[config.mk]
export PLATFORM = sky130hd
export DESIGN_NAME = bcd3_to_bin
export DESIGN_NICKNAME = d
export VERILOG_FILES = /design/src/rtl/bcd3_to_bin.sv
export SDC_FILE = /design/constraint.sdc
export NUM_CORES = 1
export LEC_CHECK = 0
export CORE_ASPECT_RATIO = 0.9
export CORE_MARGIN = 5
export CORE_UTILIZATION = 49
export CTS_BUF_LIST = sky130_fd_sc_hd__clkbuf_8
export CTS_CLUSTER_SIZE = 14
export DETAILED_ROUTE_END_ITERATION = 7
export PLACE_DENSITY = 0.73
export SETUP_SLACK_MARGIN = 0.1
export SYNTH_ARGS = -nofsm -noshare
export SYNTH_HDL_FRONTEND = slang
export SYNTH_SLANG_ARGS = --single-unit
[constraint.sdc]
create_clock -name clk -period 1.7 [get_ports clk]
set_input_delay 0.17 -clock clk [delete_from_list [all_inputs] [get_ports clk]]
set_output_delay 0.17 -clock clk [all_outputs]
set_load 0.03 [all_outputs]
[src/rtl/bcd3_to_bin.sv]
// Sequential 3-digit BCD to 10-bit binary converter (reverse double dabble, one shift per clock).
// Optional invalid-digit check enabled by defining BCD3_TO_BIN_CHECK_EN.
module bcd3_to_bin (
    input  logic       clk,
    input  logic       rst,
    input  logic       start,
    input  logic [3:0] cen,
    input  logic [3:0] dec,
    input  logic [3:0] uni,
    output logic [9:0] bin,
    output logic       busy,
    output logic       done,
    output logic       err
);
    typedef enum logic [1:0] {IDLE = 2'd0, SHIFT = 2'd1, DONE = 2'd2} state_t;

    state_t      state, state_nxt;
    logic [11:0] sr, sr_sh, sr_adj;
    logic [9:0]  acc, acc_sh;
    logic [3:0]  cnt;
    logic        last;

    function automatic logic [3:0] fix(input logic [3:0] f);
        return (f >= 4'd8) ? f - 4'd3 : f;
    endfunction

    // One iteration: shift the digit/accumulator pair right, then correct each digit field.
    assign {sr_sh, acc_sh} = {1'b0, sr, acc[9:1]};
    assign sr_adj = {fix(sr_sh[11:8]), fix(sr_sh[7:4]), fix(sr_sh[3:0])};
    assign last   = (state == SHIFT) && (cnt == 4'd9);

    always_ff @(posedge clk or posedge rst) begin
        if (rst) state <= IDLE;
        else     state <= state_nxt;
    end

    always_comb begin
        state_nxt = state;
        case (state)
            IDLE:    if (start) state_nxt = SHIFT;
            SHIFT:   if (cnt == 4'd9) state_nxt = DONE;
            DONE:    state_nxt = IDLE;
            default: state_nxt = IDLE;
        endcase
    end

    always_comb begin
        busy = (state != IDLE);
    end

`ifdef BCD3_TO_BIN_CHECK_EN
    logic bad;

    always_ff @(posedge clk or posedge rst) begin
        if (rst) begin
            bad <= 1'b0;
            err <= 1'b0;
        end else if (state == IDLE && start) begin
            bad <= (cen > 4'd9) || (dec > 4'd9) || (uni > 4'd9);
            err <= 1'b0;
        end else if (last && bad) begin
            err <= 1'b1;
        end
    end
`else
    assign err = 1'b0;
`endif

    always_ff @(posedge clk or posedge rst) begin
        if (rst) begin
            sr   <= '0;
            acc  <= '0;
            cnt  <= '0;
            bin  <= '0;
            done <= 1'b0;
        end else begin
            done <= last;
            case (state)
                IDLE: if (start) begin
                    sr  <= {cen, dec, uni};
                    acc <= '0;
                    cnt <= '0;
                end
                SHIFT: begin
                    sr  <= sr_adj;
                    acc <= acc_sh;
                    cnt <= cnt + 4'd1;
`ifdef BCD3_TO_BIN_CHECK_EN
                    if (last) bin <= bad ? 10'd0 : acc_sh;
`else
                    if (last) bin <= acc_sh;
`endif
                end
                default: ;
            endcase
        end
    end
endmodule

* Word level (Yosys, flattened, before mapping)
Cells that the tools add are included. W data, S select, Z words.
Word-level totals: flip-flop bits (word level) 39, bits of input ports 15, logic and storage cells 36
Cells by class: $add $sub $neg 4, order comparisons 3, equality and inequality tests 4, multiplexer cells 12, reductions and logical operators 7
Operator list (count):
- $pmux W12 S2 | 1
- $pmux W10 S2 | 1
- $mux W4 | 4
- $mux W12 | 1
- $mux W10 | 1
- $ge A4 B4 Y1 const B | 2
- $pmux W4 S2 | 1
- $sub A4 B2 Y4 const B | 2
- $reduce_and A2 Y1 | 3
- $add A4 B1 Y4 const B | 1
- $eq A4 B4 Y1 const B | 1
- $ge A3 B4 Y1 const B | 1
- $mux W2 | 2
- $pmux W2 S2 | 1
- $reduce_bool A2 Y1 | 2
- $sub A3 B2 Y4 const B | 1
- $eq A2 B1 Y1 const B | 1
- $logic_not A2 Y1 | 1
- $ne A2 B1 Y1 const B | 1
- $ne A2 B2 Y1 const B | 1
- $logic_and A1 B1 Y1 | 1

* Longest topological paths before layout
Gate-level depths: netlist of the first run.
word-level depth 3, gate-level depth with buffers 5, gate-level depth less buffers 5

* Worst setup path before layout of the first run
Ideal clock, no wire load.
path kind register to register, start register cnt[1], end register bin[0], setup time 125 ps, arrival 1254 ps, setup slack 321 ps, stages on the path, launching flop included 6, buffers on the path 1, clock period less this slack 1379 ps, cells stage by stage dfrtp_1 > inv_1 > ha_1 > and4_4 > buf_6 > mux2_4
On the way: longest elaborated chain between the ends 3
RTL lines:
- start, declared | line 20 | logic [3:0] cnt;
- start signal, assigned | line 87 | cnt <= cnt + 4'd1;
- $eq A4 B4 Y1 | line 30 | assign last = (state == SHIFT) && (cnt == 4'd9);
- $logic_and A1 B1 Y1 | line 30
- via last | line 21 | logic last;
- $reduce_and A2 Y1 (no source line)
- end signal, assigned | line 91 | if (last) bin <= acc_sh;
- end, declared | line 10 | output logic [9:0] bin,
The timed path passes the listed nets, and every way through them passes these cells. A chain may end at the register's enable or synchronous reset.

* Worst setup path after layout of the first run
start register state[0], end output port busy
On the way: longest elaborated chain between the ends 1
RTL lines:
- start, declared | line 17 | state_t state, state_nxt;
- start signal, assigned | line 34 | else state <= state_nxt;
- $reduce_bool A2 Y1 | line 48 | busy = (state != IDLE);
- end, declared | line 11 | output logic busy,
No other way between the ends.

==> results of run 1 <==
## report_power, final
part	switching (mW)	total, mW	internal (mW)
combinational	0.772	1.61	0.837
clock	0.320	0.646	0.326
sequential	0.295	1.55	1.26
## cells by family (layout without fill, tap and decap cells)
logic type | Yosys count | in the layout | share of synthesized area [%]
AOI/OAI and AO/OA | 42 | 42 | 16.8
and+or+nand+nor | 29 | 29 | 9.70
buffers and inverters | 16 | 49 | 4.36
other | 1 | 1 | 0.211
muxes | 12 | 12 | 9.35
xor gates and xnor gates | 4 | 4 | 1.97
adders and majority gates | 6 | 6 | 4.22
DFF | 38 | 38 | 53.4
## worst max path at each step
stage              from  depth (start not counted)  endpoint
4_1_cts        state[0]                          3      busy
6_report       state[0]                          3      busy
5_1_grt          cnt[1]                          4    bin[5]
2_1_floorplan    cnt[1]                          5    bin[0]
3_5_place_dp      start                          4     sr[6]
3_3_place_gp      start                          4     sr[6]
## final cells by class
cell class / count / area (um^2)
fillers: 283 / 1250
inverters: 7 / 26.3
repair buffers: 34 / 318
flip-flops and latches: 38 / 951
multi-input cells: 94 / 757
well taps: 44 / 55.1
clock inverters: 2 / 12.5
clock buffers: 6 / 82.6
## worst reg2reg max path, delay by kind of cell (launching register included)
family        cells  cell delay [ns]
buf+inv           1             0.07
simple gates      1             0.37
fa+ha+maj         1             0.19
flops             1             0.41
mux               1             0.37
## what timing repair did
action | 4_1_cts | 5_1_grt
resized for setup | 0 | 1
hold buffers | 0 | 0
setup buffers | 0 | 0
endpoints found under the setup margin | 0 | 5
## layer usage
| layer | vias to the layer above | share of wire (%) | track usage, % |
|---|---|---|---|
| met5 | - | 0 | 0 |
| li1 | 581 | - | - |
| met3 | 4 | 4.8 | 4.76 |
| met1 | 584 | 47 | 20.4 |
| met4 | 0 | 1.3 | 5.88 |
| met2 | 22 | 47 | 25.4 |
## cell usage in the layout (no fill, tap or decap), types with 2 or more instances in the layout
cell type and instances:
mux2i_1 2, a221o_1 2, nand2b_1 3, a22o_1 11, a21o_1 2, and3b_1 3, xnor2_1 4, buf_4 9
nor2b_1 4, inv_1 7, o22a_1 2, mux2_4 9, clkdlybuf4s50_1 25, o21ai_0 8, ha_1 6, a21oi_1 9
nand2_1 7, a22oi_1 3, nor2_1 4, a211oi_1 2, dfrtp_1 38, clkbuf_8 6
## through the flow
stage / worst slack (ns) / instances / hold slack (ns) / cell area (um^2) / utilization, %
finish: 0.175 / 225 / 0.281 / 2200 / 63.8
global route: 0.123 / 225 / 0.347 / 2200 / 63.8
CTS: 0.168 / 225 / 0.301 / 2200 / 63.6
detailed placement: -0.00000611 / 217 / 0.478 / 2100 / 60.9
global placement: 0.109 / 217 / 0.467 / 2100 / 60.9
floorplan: 0.321 / 148 / 0.303 / 1780 / -
## state kept, by name, indices dropped and copies added, names as in the netlist
name	count
sr	12
bin	10
acc	9
cnt	4
state	2
done	1
==> impl_metrics.tcl, run 1 <==
set metrics [dict create \
    outcome "completed" \
    initial_core_util_pct 51.6 \
    drtIter0Drc 76 \
    portBuffers 26 \
    peakVddDrop_mv 1.02 \
    synth_most_common_cell "dfrtp_1" \
    path_clk_slew_ns 0.08 \
    pin_count 28 \
    cp_num_buf_inv 2 \
    p_per_area_nw_per_um2 1730 \
    area_growth_pct 23.7 \
    gp_congestion 0.861 \
    synth_top_area_share_pct 53.4 \
    post-route-drc-count 0 \
    fmax_mhz 656 \
    critPathKind "flip-flop to output port" \
    grt_overflow_total 0 \
    period_share_pct 89.7 \
    ys_types 36 \
    fp.dieW_um 73.5 \
    routed_wl_um 3490 \
    grt_setup_unrepaired "no" \
    core_area_um2 3450 \
    avgSynthCellArea_um2 12.0 \
    cp.arrival_ns 1.36 \
    cpPeakStageDelay_ns 0.38 \
    die_area_um2 4940 \
    grt_pass1_vias 1291 \
    synth_area_um2 1780 \
    grt_pass1_wl_um 6060 \
    crit_fanout 23 \
    drive_gt1_share_pct 17.7 \
    synthesis.nets 169 \
    final_hold_viol_count 0 \
    crit_family "flip-flops" \
    tns_ns 0 \
    std_cell_rows 20 \
    h-tree-depth 2 \
    synth_area_leader_cell "dfrtp_1" \
    synthTopCellsByArea "dfrtp_1 (53%), mux2_4 (7.6%), a22o_1 (5.4%), ha_1 (4.2%), a21oi_1 (2.5%)" \
    required_ns 1.53 \
    dp_hpwl_um 2450 \
    min_period_ns 1.53 \
    synth_edf_count 0 \
    antenna_found_initial 0 \
    drv_cap 0 \
    cts_made_buffers 5 \
    worst_setup_path_end_kind "output port" \
    min_path_type "primary input to async pin" \
    path_cells "buf_4 > or2_2 > buf_4" \
    synthArstFlopShare_pct 100 \
    final_nets 201 \
    start_kind "flip-flop" \
    crit_path_top_delay_cell "dfrtp_1" \
    reg2reg_depth 4 \
    slew_violations 0 \
    ys_ff_latch 38 \
    wl_per_cell_um 15.5 \
    setup_viol 0 \
    numClockSinks 38 \
    cts_tree "built" \
    r2r_end "bin[5]" \
    synthTopCellsByCount "dfrtp_1 (38), a22o_1 (11), a21oi_1 (9), mux2_4 (9), o21ai_0 (8)" \
    viasPerCell 5.29 \
    drt.antenna.violating_nets 0 \
    cts_root_buf "clkbuf_8" \
    ys_seq_area_share_pct 53.4 \
    yosys_warnings 0 \
    clock_skew_ns 0.00301 \
    grt_max_degree 39 \
    first_pass_iters 4 \
    syn_inst 148 \
    die_h_um 67.2 \
    clockBufferDepth 2 \
    grt_usage_pct 15.9 \
    p_leak_nw 1.02 \
    crit_top_cell "buf_4" \
    r2r_slack_ns 0.19 \
    power.total_mw 3.81 \
    diodes 0 \
    clock_latency_ns 0.29 \
    vias 1191 \
    regToRegStartpoint "cnt[1]" \
    yosys_most_used_dff "dfrtp_1" \
]
Note: power is estimated with default switching activity, not from simulation.
==> inputs of run 2 (changes only) <==
- CAP_MARGIN: not set -> 20
==> results of run 2 <==
No change in the layout: final DEF, timing and power equal those of run 1.
==> inputs of run 3 (changes only) <==
- ABC_AREA: not set -> 0
- PLACE_DENSITY: 0.73 -> 0.75
- SKIP_LAST_GASP: not set -> 1
==> run 3 against run 2 <==
  * Via count up 5.4%
  * Maximum frequency increased by 2.5%
  * Sequential power hardly changed
  * Non-clock buffer count is 2 higher
  * Utilization rose by 1.7 points
  * First-iteration DRC count shrank 32%
==> impl_metrics.tcl, run 3 (same netlist as run 1, synthesis figures left out) <==
set metrics [dict create \
    gp_congestion 0.796 \
    min_path_type "primary input to async pin" \
    outcome "completed" \
    post-route-drc-count 0 \
    diodes 0 \
    peakVddDrop_mv 0.845 \
    drt.antenna.violating_nets 0 \
    cp.arrival_ns 1.66 \
    p_sw_share_pct 33.8 \
    area_growth_pct 26.9 \
    portBuffers 26 \
    p_clk_share_pct 22.7 \
    drive_gt1_share_pct 18.0 \
    final_common_cell "dfrtp_1" \
    mostFrequentLayoutCells "dfrtp_1 (38), clkdlybuf4s50_1 (25), a22o_1 (11), buf_4 (11)" \
    p_leak_nw 1.06 \
    fp.dieW_um 73.5 \
    grt_pass1_vias 1298 \
    wl_per_cell_um 15.9 \
    required_ns 1.87 \
    tns_ns 0 \
    post_cts.repair.setup_buffers 0 \
    grt_usage_pct 16.7 \
    final_core_util_pct 65.4 \
    clock_skew_ns 0.00230 \
    h-tree-depth 2 \
    regToRegStartpoint "cnt[1]" \
    routed_wl_um 3600 \
    min_period_ns 1.49 \
    worst_setup_path_end_kind "flip-flop" \
    slew_violations 0 \
    p_comb_share_pct 39.3 \
    largest_register "sr" \
    grt_overflow_total 0 \
    fmax_mhz 672 \
    antenna_found_initial 0 \
    viasPerCell 5.53 \
    p_per_area_nw_per_um2 1830 \
    crit_path_top_delay_cell "dfrtp_1" \
    reg_top3 "sr x12, bin x10, acc x9" \
    cts_tree "built" \
    vias 1255 \
    path_clk_slew_ns 0.07 \
    final_hold_viol_count 0 \
    die_h_um 67.2 \
    multiInputGateArea_um2 752 \
    clock_latency_ns 0.28 \
    largest_reg_flops 12 \
    final_nets 203 \
    drtIter0Drc 52 \
    cts_hold_buf 0 \
    cts_root_buf "clkbuf_8" \
    std_cell_rows 20 \
    cts_resized 0 \
    numClockSinks 38 \
    internal_power_mw 2.73 \
    cts_made_buffers 5 \
    drv_cap 0 \
    cpPeakStageDelay_ns 0.41 \
    setup_viol 0 \
    regArea_um2 951 \
    grt_setup_unrepaired "no" \
    die_area_um2 4940 \
    start_kind "flip-flop" \
    grt_pass1_wl_um 6220 \
    pin_count 28 \
    r2r_slack_ns 0.21 \
    initial_core_util_pct 51.6 \
    clockBufferDepth 2 \
    crit_fanout 11 \
    stdcell_count 227 \
    net-switching-power_mw 1.39 \
    first_pass_iters 4 \
    path_cells "inv_1 > ha_1 > and4_4 > mux2_2" \
    dp_hpwl_um 2510 \
    critPathKind "flip-flop to flip-flop" \
    r2r_end "bin[5]" \
    place_inst 219 \
    seqPwrFrac_pct 38.0 \
    period_share_pct 87.5 \
    reg2reg_depth 4 \
    n_fill_cell 266 \
    grt_max_degree 39 \
    core_area_um2 3450 \
]
run 3: final cells by class:
type                    instances  area share (%)
clock inverters                 2            2.66
well taps                      44            2.44
flip-flops and latches         38            42.1
clock buffers                   6            3.65
inverters                       7            1.16
repair buffers                 36            14.7
multi-input cells              94            33.3
run 3: power groups by stage:
stage                     clock network, mW  registers (mW)  logic, mW
final                                 0.938            1.57       1.62
after CTS                             0.954            1.56       1.64
after floorplan                           0            1.70      0.958
after detailed placement                  0            1.58       1.62
after global routing                  0.993            1.63       1.78
after global placement                    0            1.55       1.58
run 3: worst max path at each step:
stage	start	depth (start not counted)	to	slack, ns
floorplan	cnt[1]	5	bin[0]	0.32
global placement	cnt[1]	4	bin[5]	0.25
detailed placement	start	5	sr[6]	0.21
CTS	bin[9]	1	bin[9]	0.20
global route	cnt[1]	4	bin[5]	0.13
finish	cnt[1]	4	bin[5]	0.21
run 3: critical path: cells and delay by family, from the launching register on:
kind          cells  cell delay (ns)
flops             1             0.41
simple gates      1             0.36
mux               1             0.36
fa+ha+maj         1             0.17
buf+inv           1             0.07
run 3: routing by layer:
metal	share of wire [%]	wire (um)	track usage (%)
met2	48	1730	26.3
met4	1.6	57	6.11
met5	0	0	0
met1	46	1660	22.1
met3	4.0	145	4.76
run 3: stage by stage:
stage / instance area (um^2) / power, mW / hold slack, ns / setup slack [ns]
floorplan: 1780 / 2.66 / 0.303 / 0.321
finish: 2260 / 4.12 / 0.291 / 0.212
detailed placement: 2120 / 3.20 / 0.475 / 0.211
global route: 2260 / 4.40 / 0.348 / 0.134
global placement: 2120 / 3.13 / 0.463 / 0.253
CTS: 2260 / 4.16 / 0.308 / 0.197
